===== src/rtl/csi_packet_sequencer_if.sv =====
// Bus between the lane merger, the packet sequencer and the packet-handler FSM.
// master = burst source / result consumer, slave = the sequencer itself.
interface csi_packet_sequencer_if #(
  parameter int DATA_WIDTH = 16
);
  logic [DATA_WIDTH-1:0]   in_data;
  logic                    in_valid;
  logic [23:0]             ph_stream;
  logic [7:0]              ph_ecc;
  logic                    ph_select;
  logic [DATA_WIDTH-1:0]   pl_data;
  logic [DATA_WIDTH/8-1:0] pl_keep;
  logic                    pl_valid;
  logic [15:0]             crc_rx;
  logic                    crc_valid;
  logic                    pkt_error;
  logic                    busy;

  modport master (
    output in_data, in_valid,
    input  ph_stream, ph_ecc, ph_select, pl_data, pl_keep, pl_valid,
           crc_rx, crc_valid, pkt_error, busy
  );

  modport slave (
    input  in_data, in_valid,
    output ph_stream, ph_ecc, ph_select, pl_data, pl_keep, pl_valid,
           crc_rx, crc_valid, pkt_error, busy
  );
endinterface


===== src/rtl/csi_packet_sequencer.sv =====
// Splits one CSI-2 HS burst into packet header, payload and checksum phases.
// Every output is registered and reflects the input word of the previous cycle.
module csi_packet_sequencer #(
  parameter int DATA_WIDTH = 16,
  parameter int WC_WIDTH   = 16
) (
  input  logic rxbyteclkhs,
  input  logic reset,
  input  logic enable,
  csi_packet_sequencer_if.slave bus
);

  typedef enum logic [2:0] {
    IDLE, PH1, PAYLOAD, CRC, CRC_HI, WAIT_EOT
  } state_t;

  state_t state, state_d;

  logic [DATA_WIDTH-1:0] word;
  logic [7:0]            byte0, byte1;
  logic [7:0]            di, di_d, wc_lsb, wc_lsb_d, crc_lsb, crc_lsb_d;
  logic [WC_WIDTH-1:0]   rem, rem_d, wc;

  logic [23:0] ph_stream_d;
  logic [7:0]  ph_ecc_d;
  logic        ph_select_d, pl_valid_d, crc_valid_d, pkt_error_d, busy_d;
  logic [DATA_WIDTH-1:0] pl_data_d;
  logic [1:0]  pl_keep_d;
  logic [15:0] crc_rx_d;

  assign word  = bus.in_data;
  assign byte0 = word[7:0];
  assign byte1 = word[15:8];
  // Full word count once the MSB arrives in PH1.
  assign wc    = WC_WIDTH'({byte0, wc_lsb});

  // Next-state and next-output decode; pulses default low, held fields keep their value.
  always_comb begin
    state_d     = state;
    di_d        = di;
    wc_lsb_d    = wc_lsb;
    rem_d       = rem;
    crc_lsb_d   = crc_lsb;
    ph_stream_d = bus.ph_stream;
    ph_ecc_d    = bus.ph_ecc;
    ph_select_d = 1'b0;
    pl_data_d   = bus.pl_data;
    pl_keep_d   = 2'b00;
    pl_valid_d  = 1'b0;
    crc_rx_d    = bus.crc_rx;
    crc_valid_d = 1'b0;
    pkt_error_d = 1'b0;
    unique case (state)
      IDLE: begin
        if (bus.in_valid) begin
          if (enable) begin
            di_d     = byte0;
            wc_lsb_d = byte1;
            state_d  = PH1;
          end else begin
            state_d  = WAIT_EOT;
          end
        end
      end
      PH1: begin
        if (!bus.in_valid) begin
          pkt_error_d = 1'b1;
          state_d     = IDLE;
        end else begin
          ph_stream_d = {byte0, wc_lsb, di};
          ph_ecc_d    = byte1;
          ph_select_d = 1'b1;
          if (di[5:0] <= 6'h0F)  state_d = WAIT_EOT;
          else if (wc == '0)     state_d = CRC;
          else begin
            rem_d   = wc;
            state_d = PAYLOAD;
          end
        end
      end
      PAYLOAD: begin
        if (!bus.in_valid) begin
          pkt_error_d = 1'b1;
          state_d     = IDLE;
        end else begin
          pl_valid_d = 1'b1;
          pl_data_d  = word;
          if (rem > WC_WIDTH'(2)) begin
            pl_keep_d = 2'b11;
            rem_d     = rem - WC_WIDTH'(2);
          end else if (rem == WC_WIDTH'(2)) begin
            pl_keep_d = 2'b11;
            state_d   = CRC;
          end else begin
            // Odd word count: the high byte is already the checksum LSB.
            pl_keep_d = 2'b01;
            crc_lsb_d = byte1;
            state_d   = CRC_HI;
          end
        end
      end
      CRC: begin
        if (!bus.in_valid) begin
          pkt_error_d = 1'b1;
          state_d     = IDLE;
        end else begin
          crc_rx_d    = {byte1, byte0};
          crc_valid_d = 1'b1;
          state_d     = WAIT_EOT;
        end
      end
      CRC_HI: begin
        if (!bus.in_valid) begin
          pkt_error_d = 1'b1;
          state_d     = IDLE;
        end else begin
          crc_rx_d    = {byte0, crc_lsb};
          crc_valid_d = 1'b1;
          state_d     = WAIT_EOT;
        end
      end
      WAIT_EOT: begin
        if (!bus.in_valid) state_d = IDLE;
      end
      default: state_d = IDLE;
    endcase
    busy_d = (state_d != IDLE);
  end

  // State, working registers and registered outputs; reset drops any pending pulse.
  always_ff @(posedge rxbyteclkhs) begin
    if (reset) begin
      state         <= IDLE;
      di            <= '0;
      wc_lsb        <= '0;
      rem           <= '0;
      crc_lsb       <= '0;
      bus.ph_stream <= '0;
      bus.ph_ecc    <= '0;
      bus.ph_select <= 1'b0;
      bus.pl_data   <= '0;
      bus.pl_keep   <= '0;
      bus.pl_valid  <= 1'b0;
      bus.crc_rx    <= '0;
      bus.crc_valid <= 1'b0;
      bus.pkt_error <= 1'b0;
      bus.busy      <= 1'b0;
    end else begin
      state         <= state_d;
      di            <= di_d;
      wc_lsb        <= wc_lsb_d;
      rem           <= rem_d;
      crc_lsb       <= crc_lsb_d;
      bus.ph_stream <= ph_stream_d;
      bus.ph_ecc    <= ph_ecc_d;
      bus.ph_select <= ph_select_d;
      bus.pl_data   <= pl_data_d;
      bus.pl_keep   <= pl_keep_d;
      bus.pl_valid  <= pl_valid_d;
      bus.crc_rx    <= crc_rx_d;
      bus.crc_valid <= crc_valid_d;
      bus.pkt_error <= pkt_error_d;
      bus.busy      <= busy_d;
    end
  end

endmodule

===== src/flat_wrapper.sv =====
// flat-port wrapper written by rule: the top's interface ports become plain ports
module csi_packet_sequencer_flat 
#(
  parameter int DATA_WIDTH = 16,
  parameter int WC_WIDTH   = 16
)
  (rxbyteclkhs, reset, enable, bus_in_data, bus_in_valid, bus_ph_stream, bus_ph_ecc, bus_ph_select, bus_pl_data, bus_pl_keep, bus_pl_valid, bus_crc_rx, bus_crc_valid, bus_pkt_error, bus_busy);
  csi_packet_sequencer_if #(.DATA_WIDTH(DATA_WIDTH)) bus_i ();
  input  logic rxbyteclkhs;
  input  logic reset;
  input  logic enable;
  input wire logic [$bits(bus_i.in_data)-1:0] bus_in_data;
  input wire logic [$bits(bus_i.in_valid)-1:0] bus_in_valid;
  output wire logic [$bits(bus_i.ph_stream)-1:0] bus_ph_stream;
  output wire logic [$bits(bus_i.ph_ecc)-1:0] bus_ph_ecc;
  output wire logic [$bits(bus_i.ph_select)-1:0] bus_ph_select;
  output wire logic [$bits(bus_i.pl_data)-1:0] bus_pl_data;
  output wire logic [$bits(bus_i.pl_keep)-1:0] bus_pl_keep;
  output wire logic [$bits(bus_i.pl_valid)-1:0] bus_pl_valid;
  output wire logic [$bits(bus_i.crc_rx)-1:0] bus_crc_rx;
  output wire logic [$bits(bus_i.crc_valid)-1:0] bus_crc_valid;
  output wire logic [$bits(bus_i.pkt_error)-1:0] bus_pkt_error;
  output wire logic [$bits(bus_i.busy)-1:0] bus_busy;
  assign bus_i.in_data = bus_in_data;
  assign bus_i.in_valid = bus_in_valid;
  assign bus_ph_stream = bus_i.ph_stream;
  assign bus_ph_ecc = bus_i.ph_ecc;
  assign bus_ph_select = bus_i.ph_select;
  assign bus_pl_data = bus_i.pl_data;
  assign bus_pl_keep = bus_i.pl_keep;
  assign bus_pl_valid = bus_i.pl_valid;
  assign bus_crc_rx = bus_i.crc_rx;
  assign bus_crc_valid = bus_i.crc_valid;
  assign bus_pkt_error = bus_i.pkt_error;
  assign bus_busy = bus_i.busy;
  csi_packet_sequencer #(.DATA_WIDTH(DATA_WIDTH), .WC_WIDTH(WC_WIDTH)) u_core (.rxbyteclkhs(rxbyteclkhs), .reset(reset), .enable(enable), .bus(bus_i));
endmodule

===== config.mk =====
export PLATFORM = sky130hd
export DESIGN_NAME = csi_packet_sequencer_flat
export DESIGN_NICKNAME = d
export VERILOG_FILES = /design/src/rtl/csi_packet_sequencer_if.sv /design/src/rtl/csi_packet_sequencer.sv /design/src/flat_wrapper.sv
export SDC_FILE = /design/constraint.sdc
export NUM_CORES = 1
export LEC_CHECK = 0
export ABC_AREA = 1
export BUFFER_PORTS_ARGS = -buffer_cell sky130_fd_sc_hd__buf_2
export CAP_MARGIN = 20
export CORE_MARGIN = 3
export CORE_UTILIZATION = 40
export DETAILED_ROUTE_END_ITERATION = 16
export SKIP_LAST_GASP = 1
export SLEW_MARGIN = 25
export SYNTH_ARGS = -nofsm -noshare
export SYNTH_HDL_FRONTEND = slang
export SYNTH_SLANG_ARGS = --single-unit

===== constraint.sdc =====
create_clock -name rxbyteclkhs -period 1.3 [get_ports rxbyteclkhs]
set_input_delay 0.13 -clock rxbyteclkhs [delete_from_list [all_inputs] [get_ports rxbyteclkhs]]
set_output_delay 0.13 -clock rxbyteclkhs [all_outputs]
set_load 0.1 [all_outputs]

==> flow_summary.ini <==
[grt]
grt_busiest_layer = met2
use_met2_pct = 38.7
grt_pass1_wl_um = 25000
grt_overflow_total = 0
grt.total_usage_pct = 24.2
grt_util_met3_pct = 6.37
grt_max_degree = 51
use_met1_pct = 31.0
antenna_found_initial = 0
grt_pass1_vias = 4965

[synth]
yosysMostFrequentCell = nor2_1
synth-edff-count = 0
synth_ff_type = dfxtp_1
synth.distinct_cells = 25
yosysSeqAreaShare_pct = 47.0
synth.area.top_cells = dfxtp_1 47%, nor2_1 11%, o21ai_0 9.9%, nand2_1 9.4%, a21oi_1 4.9%
yosysTopAreaCell = dfxtp_1
syn_area_um2 = 4850
ys_warn_count = 0
syn_inst = 692
avgSynthCellArea_um2 = 7.02
ys_async_sr_fraction_pct = 0
synth_common_cells = 145 x nor2_1, 121 x nand2_1, 114 x dfxtp_1, 96 x o21ai_0, 50 x inv_1
syn_nets = 713
synth_seq_cells = 114
synth_top_area_share_pct = 47.0

[floorplan]
start_util_pct = 41.6
fp.dieW_um = 116
std_cell_rows = 39
core-area_um2 = 11700
ioPinCount = 91
die_area_um2 = 13500
die_h_um = 116

[final_layout]
drive_gt1_share_pct = 43.0
diodes = 0
n_fill_cell = 967
finalNetCount = 895
final_util_pct = 66.1
area_growth_syn_to_layout_pct = 58.8

[sta]
slew_viol_final = 0
setup_viol_count_final = 71
final_hold_viol_count = 0
slew_headroom_pct = 67.5
worstMarginPinSlew_ns = 0.490
tns_ns = -7.61
min_period_ns = 1.51
worst_slack_ns = -0.205
final.period_utilization_pct = 116
fmax_mhz = 664
rsz0062_at_grt = yes
fin_skew_ns = 0.00896

[cts]
cts-buffers-inserted = 17
htree_num_levels = 4
cts_tree = done
clkSinkCount = 114
cts_root_buf = clkbuf_16
clk_pin_slew_ns = 0.05
clock_latency_ns = 0.42
clk_path_buf_depth = 2

[worst_setup_path]
path_cells = buf_6 > nor2_4 > nand2_2 > nor2_4 > nand2_4 > buf_4 > o21ai_1 > a21oi_2
crit_slowest_cell = dfxtp_4
crit_path_end_kind = flop
cp_top_family = simple AND/OR/NAND/NOR gates
cp-start-kind = flop
max_stage_delay_ns = 0.37
path_buf_inv = 2
cp_max_fo = 6
path_class = flop to flop
crit_required_ns = 1.60
arrival_ns = 1.80
crit_top_cell = nor2_4

[detailed_routing]
drtPass1Iterations = 5
num_vias = 5383
via_per_inst = 5.23
ant_nets = 0
drc = 0
post_drt_wl_per_cell_um = 16.1
drt-initial-drc-count = 348
wl_um = 16600

[place]
dp_hpwl_um = 10500
place_congestion = 0.928
port_buffers = 90

[power]
p_leak_nw = 3.47
ir_drop_v = 0.00103
p_per_area_nw_per_um2 = 1530

[hold_path]
hp-class = primary input to flop

[outcome]
violations = negative setup slack
status = finished with violations

[run]
drv_cap = 0
final timing paths:
kind / startpoint / to / slack, ns / cells past startpoint
worst max register to register: u_core.state[0] / u_core.wc_lsb[4] / -0.21 / 8
worst max-delay path: u_core.state[0] / u_core.wc_lsb[4] / -0.21 / 8
worst min register to register: u_core.crc_lsb[5] / u_core.crc_lsb[5] / 0.45 / 2
worst min-delay path: bus_in_data[12] / u_core.bus.crc_rx[12] / 0.09 / 3
sequential cells by signal, indices dropped and copies added (netlist names), 2 cells and up:
register / cells
u_core.wc_lsb: 8
u_core.di: 8
u_core.bus.ph_stream: 24
u_core.rem: 16
u_core.crc_lsb: 8
u_core.bus.pl_keep: 2
u_core.state: 3
u_core.bus.ph_ecc: 8
u_core.bus.pl_data: 16
u_core.bus.crc_rx: 16
routing by layer:
| metal | routed length [µm] | vias up |
|---|---|---|
| li1 | - | 2624 |
| met3 | 1110 | 37 |
| met5 | 0 | - |
| met4 | 443 | 0 |
| met1 | 7090 | 2526 |
| met2 | 7950 | 196 |
area by class of cell:
cell class,instances,area (µm²),area share [%]
multi-input combinational,488,2740,35.5
sequential,114,2330,30.2
timing repair buffer,197,1610,20.8
clock buffer,19,453,5.87
inverter,54,236,3.07
tap,143,179,2.32
clock inverter,13,159,2.06
timing repair inverter,2,12.5,0.162
metrics by stage:
step	hold slack, ns	std cells	total power [mW]	setup slack, ns	instance area, µm²
after CTS	0.0546	1011	11.5	-0.150	7090
after detailed placement	0.423	966	6.47	-0.196	6040
final	0.0894	1030	11.8	-0.205	7710
after floorplan	0.265	692	5.72	-0.0663	4940
after global routing	0.0747	1030	12.2	-0.316	7710
after global placement	0.420	966	6.44	-0.180	6040
power breakdown:
group / leakage [nW] / switching [mW] / internal [mW] / total, mW
logic: 2.23 / 2.14 / 1.02 / 3.16
registers: 0.941 / 0.138 / 3.71 / 3.85
clock network: 0.295 / 1.68 / 3.11 / 4.79
kinds of logic (layout without fill, tap and decap cells):
kind of cell / Yosys count / after routing / synth area share, %
adder cells (fa/ha/maj): 1 / 1 / 0.258
flip-flops: 114 / 114 / 47.0
buffers and inverters: 91 / 285 / 7.71
AO/OA/AOI/OAI: 163 / 163 / 17.7
AND/OR/NAND/NOR: 323 / 324 / 27.3
cells in the final DEF (no fill, tap or decap), types with 6 or more instances in the layout:
cell type	netlist	final
buf_4	1	138
nor2_1	145	119
nand2_1	121	94
dfxtp_1	114	83
o21ai_0	96	57
inv_1	50	42
a21oi_1	48	40
o21ai_1	1	31
nand3_1	39	30
dfxtp_2	0	29
buf_2	10	22
nor2_4	2	19
clkbuf_16	0	19
nand2_2	5	16
nand2_4	1	14
nor2_2	5	14
clkbuf_4	0	14
buf_6	2	11
a211oi_2	0	10
o21ai_2	0	9
nand3_2	2	9
a21oi_2	2	9
buf_12	0	7
inv_4	0	6
worst reg2reg max path, stage by stage, from the launching register on:
cell and delay, ns:
dfxtp_4 0.37, buf_6 0.13, nor2_4 0.14, nand2_2 0.10, nor2_4 0.16, nand2_4 0.11, buf_4 0.15, o21ai_1 0.19
a21oi_2 0.04
what timing repair did:
item                                    CTS  global route
cloned                                    2             4
pin swaps                                12            31
hold buffers                              1             0
setup buffers                            10            17
endpoints found under the setup margin  140           122
hold endpoints to repair                  1             0
resized for setup                       127           147
(Power assumes the default switching activity.)
